[config.mk]
export PLATFORM = sky130hd
export DESIGN_NAME = uart_rx_fifo
export DESIGN_NICKNAME = d
export VERILOG_FILES = /design/src/rtl/uart_pkg.sv /design/src/rtl/sync_fifo.sv /design/src/rtl/uart_rx_fifo.sv
export SDC_FILE = /design/constraint.sdc
export NUM_CORES = 1
export LEC_CHECK = 0
export ABC_AREA = 0
export BUFFER_PORTS_ARGS = -buffer_cell sky130_fd_sc_hd__buf_2
export CAP_MARGIN = 20
export CELL_PAD_IN_SITES_DETAIL_PLACEMENT = 2
export CELL_PAD_IN_SITES_GLOBAL_PLACEMENT = 2
export CORE_MARGIN = 2
export CORE_UTILIZATION = 41
export DETAILED_ROUTE_END_ITERATION = 10
export HOLD_SLACK_MARGIN = 0.03
export PLACE_DENSITY = 0.87
export SYNTH_ARGS = -nofsm -noshare
export SYNTH_HDL_FRONTEND = slang
export SYNTH_SLANG_ARGS = --single-unit
[constraint.sdc]
create_clock -name clk -period 3.5 [get_ports clk]
set_input_delay 0.7 -clock clk [delete_from_list [all_inputs] [get_ports clk]]
set_output_delay 0.7 -clock clk [all_outputs]
set_load 0.005 [all_outputs]
[src/rtl/uart_pkg.sv]
// Shared types and constants for the UART receiver with byte FIFO.
package uart_pkg;

  localparam int DATA_BITS    = 8;
  localparam int MIN_BAUD_MAX = 3;

  typedef enum logic [2:0] {
    IDLE,
    START,
    DATA,
    STOP,
    WAIT_HIGH
  } rx_state_t;

  // Bit period in clk cycles; very small baud_max values are clamped up.
  function automatic logic [16:0] bit_period(input logic [15:0] baud_max);
    if (baud_max < 16'(MIN_BAUD_MAX))
      return 17'(MIN_BAUD_MAX + 1);
    return {1'b0, baud_max} + 17'd1;
  endfunction

endpackage

[src/rtl/sync_fifo.sv]
// Show-ahead synchronous FIFO; accepts a push while full when a pop happens in the same cycle.
module sync_fifo #(
  parameter int WIDTH = 8,
  parameter int DEPTH = 4
) (
  input  logic                     clk,
  input  logic                     rst,
  input  logic                     push,
  input  logic                     pop,
  input  logic [WIDTH-1:0]         wdata,
  output logic [WIDTH-1:0]         rdata,
  output logic                     full,
  output logic                     empty,
  output logic [$clog2(DEPTH):0]   count
);

  localparam int AW = $clog2(DEPTH);

  logic [WIDTH-1:0] mem [DEPTH];
  logic [AW-1:0]    wr_ptr;
  logic [AW-1:0]    rd_ptr;
  logic             do_push;
  logic             do_pop;

  assign empty   = (count == '0);
  assign full    = (count == (AW+1)'(DEPTH));
  assign do_pop  = pop && !empty;
  assign do_push = push && (!full || do_pop);
  assign rdata   = empty ? '0 : mem[rd_ptr];

  always_ff @(posedge clk or posedge rst) begin
    if (rst) begin
      wr_ptr <= '0;
      rd_ptr <= '0;
      count  <= '0;
    end else begin
      if (do_push) wr_ptr <= wr_ptr + AW'(1);
      if (do_pop)  rd_ptr <= rd_ptr + AW'(1);
      case ({do_push, do_pop})
        2'b10:   count <= count + (AW+1)'(1);
        2'b01:   count <= count - (AW+1)'(1);
        default: count <= count;
      endcase
    end
  end

  always_ff @(posedge clk) begin
    if (do_push) mem[wr_ptr] <= wdata;
  end

endmodule

[src/rtl/uart_rx_fifo.sv]
// 8N1 UART receiver feeding a small byte FIFO, with sticky framing and overrun flags.
// state     | meaning
// IDLE      | line idle, waiting for a synchronized falling edge
// START     | half a bit period in, confirming the start bit
// DATA      | sampling 8 data bits, LSB first, one per bit period
// STOP      | sampling the stop bit; push on high, framing error on low
// WAIT_HIGH | line stuck low after a bad stop bit; wait for it to return high
module uart_rx_fifo
  import uart_pkg::*;
#(
  parameter int FIFO_DEPTH = 4
) (
  input  logic        clk,
  input  logic        rst,
  input  logic        rx,
  input  logic [15:0] baud_max,
  input  logic        rd_en,
  input  logic        clear_errors,
  output logic [7:0]  rx_data,
  output logic        read_ready,
  output logic        fifo_full,
  output logic        frame_error,
  output logic        overrun
);

  localparam int CW = $clog2(FIFO_DEPTH) + 1;

  logic                 rx_meta;
  logic                 rx_sync;
  logic                 rx_prev;
  rx_state_t            state;
  logic [16:0]          period;
  logic [16:0]          cnt;
  logic [2:0]           bit_cnt;
  logic [DATA_BITS-1:0] shift;
  logic                 cnt_done;
  logic                 push;
  logic                 drop;
  logic                 fifo_empty;
  logic [CW-1:0]        fifo_count;

  assign cnt_done = (cnt == 17'd1);
  assign push     = (state == STOP) && cnt_done && rx_sync;
  assign drop     = push && !rd_en && (fifo_count == CW'(FIFO_DEPTH));
  assign read_ready = !fifo_empty;

  always_ff @(posedge clk or posedge rst) begin
    if (rst) begin
      rx_meta <= 1'b1;
      rx_sync <= 1'b1;
      rx_prev <= 1'b1;
    end else begin
      rx_meta <= rx;
      rx_sync <= rx_meta;
      rx_prev <= rx_sync;
    end
  end

  always_ff @(posedge clk or posedge rst) begin
    if (rst) begin
      state       <= IDLE;
      period      <= '0;
      cnt         <= '0;
      bit_cnt     <= '0;
      shift       <= '0;
      frame_error <= 1'b0;
    end else begin
      if (clear_errors) frame_error <= 1'b0;
      case (state)
        IDLE: begin
          if (rx_prev && !rx_sync) begin
            period  <= bit_period(baud_max);
            cnt     <= bit_period(baud_max) >> 1;
            bit_cnt <= '0;
            state   <= START;
          end
        end
        START: begin
          if (cnt_done) begin
            cnt   <= period;
            state <= rx_sync ? IDLE : DATA;
          end else begin
            cnt <= cnt - 17'd1;
          end
        end
        DATA: begin
          if (cnt_done) begin
            shift   <= {rx_sync, shift[DATA_BITS-1:1]};
            cnt     <= period;
            bit_cnt <= bit_cnt + 3'd1;
            if (bit_cnt == 3'(DATA_BITS - 1)) state <= STOP;
          end else begin
            cnt <= cnt - 17'd1;
          end
        end
        STOP: begin
          if (cnt_done) begin
            if (rx_sync) begin
              state <= IDLE;
            end else begin
              frame_error <= 1'b1;
              state       <= WAIT_HIGH;
            end
          end else begin
            cnt <= cnt - 17'd1;
          end
        end
        WAIT_HIGH: begin
          if (rx_sync) state <= IDLE;
        end
        default: state <= IDLE;
      endcase
    end
  end

  // A set event outranks a simultaneous clear.
  always_ff @(posedge clk or posedge rst) begin
    if (rst)
      overrun <= 1'b0;
    else if (drop)
      overrun <= 1'b1;
    else if (clear_errors)
      overrun <= 1'b0;
  end

  sync_fifo #(
    .WIDTH (DATA_BITS),
    .DEPTH (FIFO_DEPTH)
  ) u_fifo (
    .clk   (clk),
    .rst   (rst),
    .push  (push),
    .pop   (rd_en),
    .wdata (shift),
    .rdata (rx_data),
    .full  (fifo_full),
    .empty (fifo_empty),
    .count (fifo_count)
  );

endmodule

# Yosys cells after proc, flatten, opt, wreduce, memory -nomap -nowiden
# Memories as Yosys holds them, arrays and structs flattened.
# Cells that the tools add are included.
# word_totals
memories	1
ramBits	32
inputBits	21
register_bits	60
elab_cells	93
out_inout_bits	12
# classes
mux	31
n_reduce_logical	24
eq_ne	16
order_cmp	1
addsub	7
# mem_list
memory	words	width	read_ports	rd_clocked_by_memory_dff	write_ports	line	rtl
u_fifo.mem	4	8	1	0	1	sync_fifo.sv:19	logic [WIDTH-1:0] mem [DEPTH];
# op_table
operator	count
$mux W17	5
$pmux W17 S3	1
$mux W3	9
$add A16 B1 Y17 const B	1
$eq A17 B1 Y1 const B	1
$sub A17 B1 Y17 const B	1
$lt A16 B2 Y1 const B	1
$pmux W3 S5	1
$ne A2 B2 Y1 const B	7
$pmux W3 S2	2
$mux W1	11
$eq A3 B3 Y1 const B	3
$mux W8	1
$logic_and A1 B1 Y1	7
$add A3 B1 Y3 const B	2
$eq A3 B2 Y1 const B	2
$logic_not A3 Y1	2
$reduce_and A3 Y1	2
$reduce_and A6 Y1	1
$reduce_bool A2 Y1	3
$add A2 B1 Y2 const B	2
$logic_not A1 Y1	4
$reduce_and A2 Y1	2
$eq A3 B1 Y1 const B	1
other kinds (7)	7

# Depth between registers and ports, before layout
# logic_depth
ltp_word	7
ltp_mapped	12

# Modules after synthesis
# A second synthesis with hierarchy kept.
# unflattened
cells_unflattened	442
hier_area_um2	4918.5
# modules_own_cells
module	cells_per_inst	seq_area_each_um2	area_per_inst_um2	n_inst
uart_rx_fifo	336	1330.0	3189.3	1
sync_fifo	106	1136.1	1729.2	1

# Worst setup path after synthesis
# No wires, ideal clock.
# synth_timing
path_kind	reg-to-reg
startpoint	register cnt[1]
endpoint	register u_fifo.count[2]
arrival_ns	2.580
period_less_slack_ns	2.684
setup_ns	0.104
path_stages_with_launch	13
n_path_buf	2
setup_slack_ns	0.816
path_cell_list	dfrtp_1 inv_1 ha_1 nor4b_4 and4_1 buf_4 buf_2 nand2_1 nand3_1 fa_1 or4_1 a21o_1 o311ai_1
# synth_between
elab_chain_cells	6
word_cells_on_any_way	8
# synth_rtl
element	line	rtl
from (decl)	uart_rx_fifo.sv:33	logic [16:0] cnt;
from (signal assigned)	uart_rx_fifo.sv:73	cnt <= bit_period(baud_max) >> 1;
from (signal assigned)	uart_rx_fifo.sv:80	cnt <= period;
from (signal assigned)	uart_rx_fifo.sv:83	cnt <= cnt - 17'd1;
$eq A17 B1 Y1 *	uart_rx_fifo.sv:42	assign cnt_done = (cnt == 17'd1);
$logic_and A1 B1 Y1 * (2 in a row)	uart_rx_fifo.sv:43	assign push = (state == STOP) && cnt_done && rx_sync;
$logic_and A1 B1 Y1 *	sync_fifo.sv:28	assign do_push = push && (!full || do_pop);
$eq A2 B1 Y1 / $eq A2 B2 Y1 (equally long branches)	sync_fifo.sv:39	case ({do_push, do_pop})
$pmux W3 S2 / $reduce_bool A2 Y1 (equally long branches)	-	
to (signal assigned)	sync_fifo.sv:40	2'b10: count <= count + (AW+1)'(1);
to (signal assigned)	sync_fifo.sv:41	2'b01: count <= count - (AW+1)'(1);
to (signal assigned)	sync_fifo.sv:42	default: count <= count;
to (decl)	sync_fifo.sv:14	output logic [$clog2(DEPTH):0] count
# Every way passes the cells marked *; elsewhere a longest branch is shown, timed or not.
# A chain may end at the register's enable or synchronous reset.

# Worst setup path in the final report
# Same ends and word-level chain as after synthesis.

==> flow_metrics.py <==
metrics = {
    "run_status": {
        "status": "finished, final reports clean",
    },
    "power": {
        "peakVddDrop_v": 0.000267,
        "p_comb_share_pct": 26.8,
        "power_leakage_nw": 2.22,
        "p_sw_share_pct": 34.8,
        "p_int_mw": 2.26,
        "powerDensity_mw_per_mm2": 627,
        "pwr-share-clk_pct": 27.8,
        "power_mw": 3.47,
        "pwr-share-seq_pct": 45.4,
        "p_sw_mw": 1.21,
    },
    "floorplan": {
        "start_util_pct": 41.5,
        "dieArea_mm2": 0.0129,
        "core-area_mm2": 0.0119,
        "die_x_um": 114,
        "fp.dieH_um": 114,
        "row_count": 40,
        "io_pins": 33,
    },
    "layout": {
        "mostFrequentLayoutCells": "dfrtp_1, buf_2, edfxtp_1",
        "drive_gt1_share_pct": 20.5,
        "n_antenna_cell": 0,
        "final_common_cell": "dfrtp_1",
        "area_delta_synth_final_pct": 12.4,
        "nFillCells": 1208,
        "finalNonFillerCells": 626,
        "multiInputGateArea_mm2": 0.00227,
        "fin_nets": 505,
        "regArea_mm2": 0.00247,
    },
    "drt": {
        "wl_per_cell_um": 22.4,
        "first_iter_violations": 132,
        "ant_nets": 0,
        "dr.pass1.iters": 4,
        "vias": 3730,
        "wirelength_um": 14000,
        "viasPerCell": 5.96,
        "drc_errors": 0,
    },
    "setup_path": {
        "path_cells": "inv_1 > ha_1 > nor4b_4 > and4_1 > nand2_1 > nand3_1 > fa_1 > or4_1 > a21o_1 > o311ai_1",
        "crit_start": "cnt[1]$_DFFE_PP0P_",
        "cp.depth": 10,
        "worst-path-buf-inv": 1,
        "worstRegToRegCells": 10,
        "cp_slowest_cell": "or4_1",
        "cp.arrival_ns": 3.11,
        "crit_required_ns": 3.76,
        "rrSetupSlack_ns": 0.65,
        "max_stage_delay_ns": 0.57,
        "endpoint": "u_fifo.count[2]$_DFFE_PP0P_",
        "rr_startpoint": "cnt[1]$_DFFE_PP0P_",
        "critPathLaunchType": "flop",
        "path_class": "flop to flop",
        "critPathCaptureType": "flop",
        "cp_max_fo": 11,
        "path_delay_family": "simple AND/OR/NAND/NOR gates",
        "timing.rr.end": "u_fifo.count[2]$_DFFE_PP0P_",
    },
    "sta": {
        "setup-tns-final_ns": 0,
        "tightest_slew_ns": 0.926,
        "final.setup_skew_ns": 0.00828,
        "fin_crit_ns": 2.85,
        "post-route-period-util_pct": 81.5,
        "slew_violations": 0,
        "rsz0062_at_grt": "no",
        "hold_ws_ns": 0.358,
        "setup_viol": 0,
        "fmax_mhz": 351,
        "final_hold_viol_count": 0,
        "slew_headroom_pct": 38.0,
    },
    "cts": {
        "htreeDepth": 3,
        "numCtsBuffers": 9,
        "clock_sinks": 92,
        "cts_buffer_depth": 2,
        "cts_setup_buffers": 0,
        "cts_hold_buf": 0,
        "cts_tree": "done",
        "clockRootBuffer": "clkbuf_16",
        "post_cts_resized": 0,
        "insertion_delay_ns": 0.36,
        "clk_pin_slew_ns": 0.07,
    },
    "synthesis": {
        "synth_edf_count": 32,
        "seq_area_frac_synth_pct": 50.1,
        "ys_seq_elements": 92,
        "syn_area_per_cell_um2": 11.1,
        "netlist.top_cell.by_area": "dfrtp_1",
        "ys_types": 74,
        "synth_ff_type": "dfrtp_1",
        "synth_area_leaders": "dfrtp_1, edfxtp_1, mux4_2",
        "syn-cell-area_mm2": 0.00492,
        "synthArstFlopShare_pct": 65.2,
        "synthCells": 445,
        "syn_nets": 476,
        "netlist.area_leader.share_pct": 29.0,
        "ys_warn_count": 0,
    },
    "global_route": {
        "grt_remaining_overflow": 0,
        "track_usage_pct": 23.5,
        "grt_pass1_vias": 4171,
        "grt_max_degree": 33,
        "grt_pass1_wl_um": 23300,
        "antenna_found_initial": 0,
    },
    "job": {
        "drv_cap": 0,
    },
    "placement": {
        "dp_cells": 609,
        "gp_congestion": 0.834,
        "dp_hpwl_um": 10400,
        "buffer_ports.inserted": 32,
    },
    "min_path": {
        "hold_path_class": "flop to flop",
    },
}
==> metal layers <==
| metal | global-route usage (%) | share of wire [%] |
|---|---|---|
| met5 | 0 | 0 |
| met3 | 4.20 | 2.7 |
| met2 | 43.0 | 54 |
| met1 | 28.1 | 42 |
| met4 | 6.99 | 1.6 |
==> how the worst min path moves through the flow <==
stage                            startpoint           endpoint  depth (start not counted)
after floorplan           rx_meta$_DFF_PP1_  rx_sync$_DFF_PP1_                          0
after global placement    rx_meta$_DFF_PP1_  rx_sync$_DFF_PP1_                          0
after detailed placement  rx_meta$_DFF_PP1_  rx_sync$_DFF_PP1_                          0
after CTS                 rx_meta$_DFF_PP1_  rx_sync$_DFF_PP1_                          0
after global routing      rx_meta$_DFF_PP1_  rx_sync$_DFF_PP1_                          0
final                     rx_meta$_DFF_PP1_  rx_sync$_DFF_PP1_                          0
==> cell families after synthesis <==
kind of cell,after synthesis,share of synthesized area [%]
adder cells (fa/ha/maj),10,2.70
multiplexers,21,6.64
flip-flops,92,50.1
AO/OA/AOI/OAI,106,15.0
buffers and inverters,41,3.66
XOR/XNOR,17,3.03
AND/OR/NAND/NOR,158,18.9
==> flip-flops by register name (all words and copies together) (netlist names) <==
name           flops
bit_cnt            3
cnt               17
frame_error        1
overrun            1
period            17
rx_meta            1
rx_prev            1
rx_sync            1
shift              8
state              3
u_fifo.count       3
u_fifo.mem        32
u_fifo.rd_ptr      2
u_fifo.wr_ptr      2
==> metrics by stage <==
step | instance area [µm²] | utilization [%] | setup WS (ns)
global placement | 5220 | 44.0 | 0.880
floorplan | 4920 | - | 0.816
finish | 5530 | 46.6 | 0.649
detailed placement | 5220 | 44.0 | 0.627
CTS | 5510 | 46.4 | 0.653
global route | 5530 | 46.6 | 0.466
==> power groups by stage <==
stage | combinational [mW] | clock, mW | sequential [mW]
floorplan | 0.750 | 0 | 1.44
global placement | 0.866 | 0 | 1.57
detailed placement | 0.932 | 0 | 1.59
CTS | 0.942 | 0.982 | 1.57
global route | 1.04 | 1.02 | 1.61
finish | 0.930 | 0.963 | 1.57
==> area by class of cell <==
type / instances / area share, %
Sequential cell: 92 / 44.6
Multi-Input combinational cell: 312 / 41.1
Timing Repair Buffer: 42 / 4.61
Clock buffer: 9 / 4.07
Tap cell: 147 / 3.32
Clock inverter: 7 / 1.15
Inverter: 17 / 1.15
==> cell usage after synthesis, types with 5 or more instances <==
cell type,count
o211ai_1,6
edfxtp_1,32
o21ai_0,29
xnor2_1,13
nor4_1,12
o2bb2ai_1,5
nand4_1,9
mux2_2,13
nand2_1,30
inv_1,17
mux4_2,8
a21oi_1,16
a22o_1,10
nor2_1,24
clkbuf_1,10
dfrtp_1,57
buf_2,9
nand3_1,21
and2_1,14
ha_1,9
nor3_1,13
or4_1,5
No activity file was read; power rests on OpenSTA's default activity.
